[src/rtl/lfsr_galois_mstep.sv]
// Galois LFSR advancing STEP steps per enabled cycle, with seed tracking,
// period measurement on wrap and optional recovery from the all-zero lockup state.
module lfsr_galois_mstep #(
   parameter int              WIDTH  = 16,
   parameter logic [WIDTH-1:0] POLY  = 16'hB400,
   parameter int              STEP   = 1,
   parameter                  DIR    = "LSB",
   parameter logic [WIDTH-1:0] SEED  = 16'hACE1,
   parameter bit              RESEED = 1'b1
) (
   input  logic             clk,
   input  logic             rst_b,
   input  logic             load,
   input  logic [WIDTH-1:0] lfsr_in,
   input  logic             shift_en,
   input  logic [STEP-1:0]  din,
   output logic [WIDTH-1:0] lfsr_out,
   output logic [STEP-1:0]  dout,
   output logic             lockup,
   output logic             wrap,
   output logic [WIDTH-1:0] period
);

   function automatic logic [WIDTH-1:0] bitrev(input logic [WIDTH-1:0] v);
      logic [WIDTH-1:0] r;
      for (int i = 0; i < WIDTH; i++) r[i] = v[WIDTH-1-i];
      return r;
   endfunction

   localparam bit               MSB_FIRST = (DIR == "MSB");
   localparam logic [WIDTH-1:0] POLY_REV  = bitrev(POLY);

   logic [WIDTH-1:0] state;
   logic [WIDTH-1:0] seed_q;
   logic [WIDTH-1:0] cnt;
   logic [WIDTH-1:0] next_state;
   logic [WIDTH-1:0] cnt_inc;
   logic [STEP-1:0]  fb_bits;
   logic             fb;
   logic             reseed_hit;
   logic             wrap_hit;

   // Chain STEP single steps within the cycle; step i consumes din[i].
   always_comb begin
      next_state = state;
      fb_bits    = '0;
      fb         = 1'b0;
      for (int i = 0; i < STEP; i++) begin
         if (MSB_FIRST) begin
            fb         = next_state[WIDTH-1] ^ din[i];
            next_state = {next_state[WIDTH-2:0], 1'b0} ^ (fb ? POLY_REV : '0);
         end else begin
            fb         = next_state[0] ^ din[i];
            next_state = (next_state >> 1) ^ (fb ? POLY : '0);
         end
         fb_bits[i] = fb;
      end
   end

   // A zero seed can never count as a wrap target.
   assign cnt_inc    = (cnt == '1) ? cnt : cnt + 1'b1;
   assign reseed_hit = RESEED && shift_en && (state == '0) && (din == '0);
   assign wrap_hit   = (next_state == seed_q) && (seed_q != '0);

   always_ff @(posedge clk or negedge rst_b) begin
      if (!rst_b) begin
         state  <= SEED;
         seed_q <= SEED;
         cnt    <= '0;
         period <= '0;
         dout   <= '0;
         wrap   <= 1'b0;
      end else if (load) begin
         state  <= lfsr_in;
         seed_q <= lfsr_in;
         cnt    <= '0;
         wrap   <= 1'b0;
      end else if (reseed_hit) begin
         state <= SEED;
         wrap  <= 1'b0;
      end else if (shift_en) begin
         state <= next_state;
         dout  <= fb_bits;
         if (wrap_hit) begin
            wrap   <= 1'b1;
            period <= cnt_inc;
            cnt    <= '0;
         end else begin
            wrap <= 1'b0;
            cnt  <= cnt_inc;
         end
      end else begin
         wrap <= 1'b0;
      end
   end

   assign lfsr_out = state;
   assign lockup   = (state == '0);

endmodule

[config.mk]
export PLATFORM = sky130hd
export DESIGN_NAME = lfsr_galois_mstep
export DESIGN_NICKNAME = d
export VERILOG_FILES = /design/src/rtl/lfsr_galois_mstep.sv
export SDC_FILE = /design/constraint.sdc
export NUM_CORES = 1
export LEC_CHECK = 0
export CORE_MARGIN = 2
export CORE_UTILIZATION = 45
export DETAILED_ROUTE_END_ITERATION = 10
export GPL_ROUTABILITY_DRIVEN = 1
export PLACE_DENSITY_LB_ADDON = 0.08
export SLEW_MARGIN = 15
export SYNTH_ARGS = -nofsm -noshare
export SYNTH_HDL_FRONTEND = slang
export SYNTH_SLANG_ARGS = --single-unit
[constraint.sdc]
create_clock -name clk -period 4.7 [get_ports clk]
set_input_delay 0.94 -clock clk [delete_from_list [all_inputs] [get_ports clk]]
set_output_delay 0.94 -clock clk [all_outputs]
set_load 0.02 [all_outputs]
==> results of run 1 <==
routing by layer:
| layer | wire [um] | up-vias | share of wire (%) | global-route usage (%) |
|---|---|---|---|---|
| li1 | - | 1365 | - | - |
| met1 | 4170 | 1315 | 51 | 32.7 |
| met2 | 3530 | 77 | 43 | 30.5 |
| met3 | 440 | 12 | 5.3 | 4.48 |
| met4 | 102 | 0 | 1.2 | 6.44 |
| met5 | 0 | - | 0 | 0 |
final cells by class:
class	instances	area, um2
clock inverters	2	60.1
well taps	99	124
fillers	643	3040
flip-flops and latches	66	1670
inverters	22	82.6
repair buffers	60	583
multi-input cells	241	1600
clock buffers	14	163
stage by stage:
stage,hold slack [ps],util (%)
finish,489,58.5
global route,509,58.5
CTS,489,58.5
detailed placement,479,55.4
global placement,475,55.4
floorplan,462,-
cells in the mapped netlist (all sizes together), types with 3 or more instances:
cell	instances	area share (%)
a211o	3	0.76
a21o	5	1.1
a21oi	10	1.5
a22oi	7	1.5
a31oi	3	0.54
and3	5	0.91
and4	3	0.76
buf	5	1.3
clkbuf	13	1.4
dfrtp	50	36
dfstp	16	12
inv	22	2.4
mux2	10	4.0
mux2i	3	0.87
nand2	38	4.1
nand2b	3	0.54
nand3	12	1.7
nand4	8	1.5
nor2	10	1.6
nor3	9	1.3
nor3b	4	0.87
nor4	13	2.4
o21ai	33	4.8
o221ai	8	2.0
o22ai	3	0.54
xnor2	9	2.3
xor2	18	5.1
registers in the layout, summed over array words and instances (netlist names):
signal and count:
cnt 16, dout 1, wrap 1, seed_q 16
lfsr_out 16, period 16
critical path, delay by kind of cell:
family / cells / cell delay [ps]
simple gates: 3 / 1030
buf+inv: 1 / 620
xor+xnor: 2 / 500
mux: 1 / 370
kinds of logic after synthesis:
family / after synthesis / synth area share [%]
compound gates: 89 / 17.1
xor+xnor: 27 / 7.40
fa+ha+maj: 1 / 0.363
buf+inv: 40 / 5.11
flops: 66 / 48.4
mux: 13 / 4.89
simple gates: 111 / 16.7
path summary, 6_finish.rpt:
| path | endpoint | cells after the start |
|---|---|---|
| worst max register to register | period[2] | 6 |
| max in group asynchronous | seed_q[15] | 2 |
| worst min register to register | seed_q[7] | 2 |
| min in group asynchronous | seed_q[14] | 1 |
| worst max-delay path | period[2] | 7 |
| worst min-delay path | seed_q[7] | 2 |
power by group:
group | switching [mW] | internal, mW | total, mW
registers | 0.0431 | 0.609 | 0.652
logic | 0.106 | 0.0862 | 0.192
clock network | 0.208 | 0.329 | 0.537
total | 0.357 | 1.02 | 1.38
==> summary.md, run 1 <==
| Metric | Value |
|---|---|
| Die area | 8390 um2 |
| R2R Path Start | lfsr_out[5] |
| Fin. max-slew vios | 0 |
| Prevailing post-synth register cell | dfrtp_1 |
| Vias | 2,769 |
| Diode count | 0 |
| Cell count after synthesis | 347 |
| Slowest-stage cell, CP | clkdlybuf4s50_1 |
| Clock Path Buffers | 2 |
| MaxCap Viol Count | 0 |
| Headroom to the max-slew limit | 37.6% |
| Net Count, Synth | 369 |
| Power Density | 322 nW/um2 |
| Total track usage | 21.5% |
| Num ports | 56 |
| Post-route setup slack | 1460 ps |
| Number of synthesized flops with an enable pin | 0 |
| Finish-stage setup viols | 0 |
| Synth Cell Area | 3450 um2 |
| Async set-or-reset flop fraction in the synthesized netlist | 100% |
| Worst path required time | 4930 ps |
| VDD IR-drop max | 0.000184 V |
| Worst-path clk slew | 70 ps |
| Postcts setup bufs | 0 |
| Most frequent cells in the layout | 54 x clkdlybuf4s50_1, 50 x dfrtp_1, 38 x nand2_1, 33 x o21ai_0, 22 x inv_1 |
| Worst Path Arrival | 3470 ps |
| Yosys warns | 0 |
| Row count | 31 |
| Routed WL per cell | 16.3 um |
| Post-route cell area | 4290 um2 |
| Via/cell ratio | 5.49 |
| Status | completed |
| Crit. End Element | flop |
| Seq cells post-synth | 66 |
| Pre-CTS setup slack | 1100 ps |
| Synth-to-layout area growth | 24.2% |
| Dpl cell area | 4060 um2 |
| Ratio of cells with drive above 1 in the final layout | 12.3% |
| CTS tree | done |
| Worst slew pin tran | 936 ps |
| F_max | 308 MHz |
| Crit Path Class | in -> reg |
| Vias in the first global route | 2,751 |
| Die Span X | 91.6 um |
| DRC errors left | 0 |
| Crit share post-route | 69.0% |
| Worst-Skew Late Latency | 340 ps |
| Crit path time final | 3240 ps |
| GRT overflow | 0 |
| Gpl congestion | 0.838 |
| CTS sink cnt | 66 |
| Total power | 1.38 mW |
| First-pass iteration count of the detailed router | 4 |
| Htree depth | 3 |
| Initial antenna violation count | 0 |
| Post-cts sizing count | 0 |
| Nets | 422 |
| Commonest non-fill, non-tap cell in the layout | clkdlybuf4s50_1 |
| HP Class | reg -> reg |
| Slowest cell delay on critical path | 620 ps |
| Hold Path Origin | seed_q[7] |
| First-pass GRT wire length | 14.1 mm |
| Cts bufs inserted | 9 |
| Die height | 91.6 um |
| Cells along the critical path | clkdlybuf4s50_1 -> xor2_4 -> xnor2_1 -> nand3_1 -> or3_1 -> nor2_8 -> mux2_2 |
| RSZ-0062 raised after global routing | no |
| Core area | 7330 um2 |
| # hold bufs at CTS | 0 |
| Synth unique cells | 50 |
| Starting Density | 47.1% |
| LEAKAGE | 1.89 nW |
| Worst setup startpoint | din |
| Type of origin of the critical path | input port |
| Final hold violation count | 0 |
| Finished Layout Cells | 504 |
| I/O Buffers | 55 |
| Register area share after synthesis | 48.4% |
| Critical-path maximum fanout | 12 |
| Final setup TNS | 0 ps |
| Clock Skew | 10.7 ps |
| Starting DRT DRC Count | 129 |
| Syn Area/Cell | 9.94 um2 |
| R2R setup slack | 2070 ps |
| Dpl cells | 488 |
| HPWL Detailed | 5.83 mm |
| Largest net degree at the start of global routing | 48 |
| Root Buffer | clkbuf_8 |
| Remaining antenna violation count | 0 |
| WL final | 8.24 mm |
Power figures use the tool's default switching activity.
==> inputs of run 2 (changes only) <==
clock period = 2.8 ns   (was 4.7 ns; I/O delays follow)
==> run 2 against run 1 <==
Flip-flop and latch count is the same. Non-clock buffer count grew 19. Register-to-register slack lost 1800 ps. Clock skew is essentially flat. Worst hold slack lost 280 ps. Cell count grew 3.8%. Critical path depth shrank 3. First-iteration DRC count grew 50%. Routed wire length grew 2.1%. Power grew 56%. Design area grew 2.5%. Die area is the same.
==> summary.md, run 2 (same netlist as run 1, synthesis figures left out) <==
| Metric | Value |
|---|---|
| Status | completed |
| Critical path's top delay family | buffers and inverters |
| Clock Skew | 10.5 ps (-0.166 ps) |
| Die height | 91.6 um (unchanged) |
| Finish-stage setup viols | 0 (unchanged) |
| CP Capture Point | lockup |
| Cell count of the worst reg-to-reg path | 6 (unchanged) |
| RSZ-0062 raised after global routing | no |
| Fin. max-slew vios | 0 (unchanged) |
| Crit. End Element | output port |
| Worst Path Arrival | 2110 ps (-1360 ps) |
| Starting Density | 47.1% (unchanged) |
| DRC errors left | 0 (unchanged) |
| F_max | 375 MHz |
| Nets | 441 (+4.5%) |
| First-pass GRT wire length | 14.4 mm (+2.8%) |
| GRT overflow | 0 (unchanged) |
| Post-route cell area | 4390 um2 (+2.5%) |
| Buf/Inv on CP | 2 (+1) |
| Levels on crit path | 4 (-3) |
| Final setup TNS | 0 ps (unchanged) |
| Postcts setup bufs | 0 (unchanged) |
| Core area | 7330 um2 (unchanged) |
| Vias | 2,910 (+5.1%) |
| Row count | 31 (unchanged) |
| Total track usage | 22.0% (+0.53 points) |
| R2R Path End | period[2] |
| I/O Buffers | 55 (unchanged) |
| Most frequent cells in the layout | 54 x clkdlybuf4s50_1, 50 x dfrtp_1, 38 x nand2_1, 33 x o21ai_0, 23 x buf_4 |
| Crit share post-route | 95.2% |
| Remaining antenna violation count | 0 (unchanged) |
| Root Buffer | clkbuf_8 |
| Core Util, Final | 59.9% (+1.4 points) |
| Ratio of cells with drive above 1 in the final layout | 16.5% (+4.2 points) |
| Commonest non-fill, non-tap cell in the layout | clkdlybuf4s50_1 |
| HPWL Detailed | 5.90 mm (+1.1%) |
| LEAKAGE | 1.96 nW (+3.5%) |
| Die area | 8390 um2 (unchanged) |
| Initial antenna violation count | 0 (unchanged) |
| Worst slew pin tran | 679 ps (-257 ps) |
| R2R setup slack | 260 ps (-1810 ps) |
| Power Density | 489 nW/um2 (+52%) |
| Headroom to the max-slew limit | 54.6% (+17 points) |
| Synth-to-layout area growth | 27.3% |
| Clock Path Buffers | 2 (unchanged) |
| Num ports | 56 (unchanged) |
| Post-route setup slack | 133 ps (-1320 ps) |
| Type of origin of the critical path | flop |
| First-pass iteration count of the detailed router | 4 (unchanged) |
| Total power | 2.15 mW (+56%) |
| Via/cell ratio | 5.56 (+1.3%) |
| Worst-Skew Late Latency | 340 ps (about the same) |
| Routed WL per cell | 16.1 um (-1.6%) |
| CTS tree | done |
| VDD IR-drop max | 0.000254 V (+38%) |
| Worst path required time | 2240 ps (-2690 ps) |
| Slowest-stage cell, CP | clkdlybuf4s50_1 |
| Crit Path Class | reg -> out |
| Gpl congestion | 0.850 (+1.4%) |
| Critical-path maximum fanout | 8 (-4) |
| HP Class | in -> async |
| Layout fillers | 639 (-0.62%) |
| Crit path time final | 2670 ps |
| Htree depth | 3 (unchanged) |
| MaxCap Viol Count | 0 (unchanged) |
| Worst-path clk slew | 70 ps (about the same) |
| Die Span X | 91.6 um (unchanged) |
| Slowest cell delay on critical path | 610 ps (about the same) |
| Cells along the critical path | nor4_1 -> nand4_1 -> inv_1 -> clkdlybuf4s50_1 |
| R2R Path Start | lfsr_out[5] |
| Cts bufs inserted | 9 (unchanged) |
| WL final | 8.41 mm (+2.1%) |
| Dpl cell area | 4220 um2 (+3.8%) |
| Vias in the first global route | 2,860 (+4.0%) |
| Largest net degree at the start of global routing | 67 (+40%) |
| CTS sink cnt | 66 (unchanged) |
| Worst setup startpoint | lfsr_out[11] |
| Starting DRT DRC Count | 194 (+50%) |
| Final hold violation count | 0 (unchanged) |
| Diode count | 0 (unchanged) |
| Pre-CTS setup slack | -188 ps (-1290 ps) |
## run 2: worst min path at each step
stage / depth (start not counted) / to / slack, ps / from
after floorplan: 0 / cnt[0] / 260 / rst_b
after global placement: 1 / period[11] / 480 / period[11]
after detailed placement: 2 / seed_q[7] / 480 / seed_q[7]
after CTS: 2 / cnt[13] / 230 / rst_b
after global routing: 2 / seed_q[14] / 260 / rst_b
final: 2 / seed_q[14] / 210 / rst_b
## run 2: cell type report
type	count	area, um2	area share [%]
multi-input cells	241	1610	36.6
inverters	22	82.6	1.88
well taps	99	124	2.82
repair buffers	79	738	16.8
clock buffers	13	149	3.39
flip-flops and latches	66	1670	38.1
clock inverters	3	17.5	0.399
## run 2: what timing repair did
item,CTS,global route
endpoints found under the setup margin,0,1
hold buffers,0,0
resized for setup,0,1
## run 2: report_power, final
group / leakage [nW] / total (mW) / switching (mW) / internal, mW
clock: 0.0834 / 0.704 / 0.360 / 0.344
sequential: 0.827 / 1.09 / 0.0708 / 1.02
combinational: 1.05 / 0.352 / 0.185 / 0.167
total: 1.96 / 2.15 / 0.615 / 1.53
## run 2: routing by layer
layer	track usage, %	share of wire, %	up-vias
met4	8.08	1.6	0
met1	34.8	51	1419
met5	0	0	-
li1	-	-	1400
met3	3.15	5.6	12
met2	30.1	42	79
## run 2: metrics by stage
stage / hold WS (ps) / cells
floorplan: 264 / 347
CTS: 232 / 523
detailed placement: 480 / 507
global route: 261 / 523
finish: 214 / 523
global placement: 476 / 507
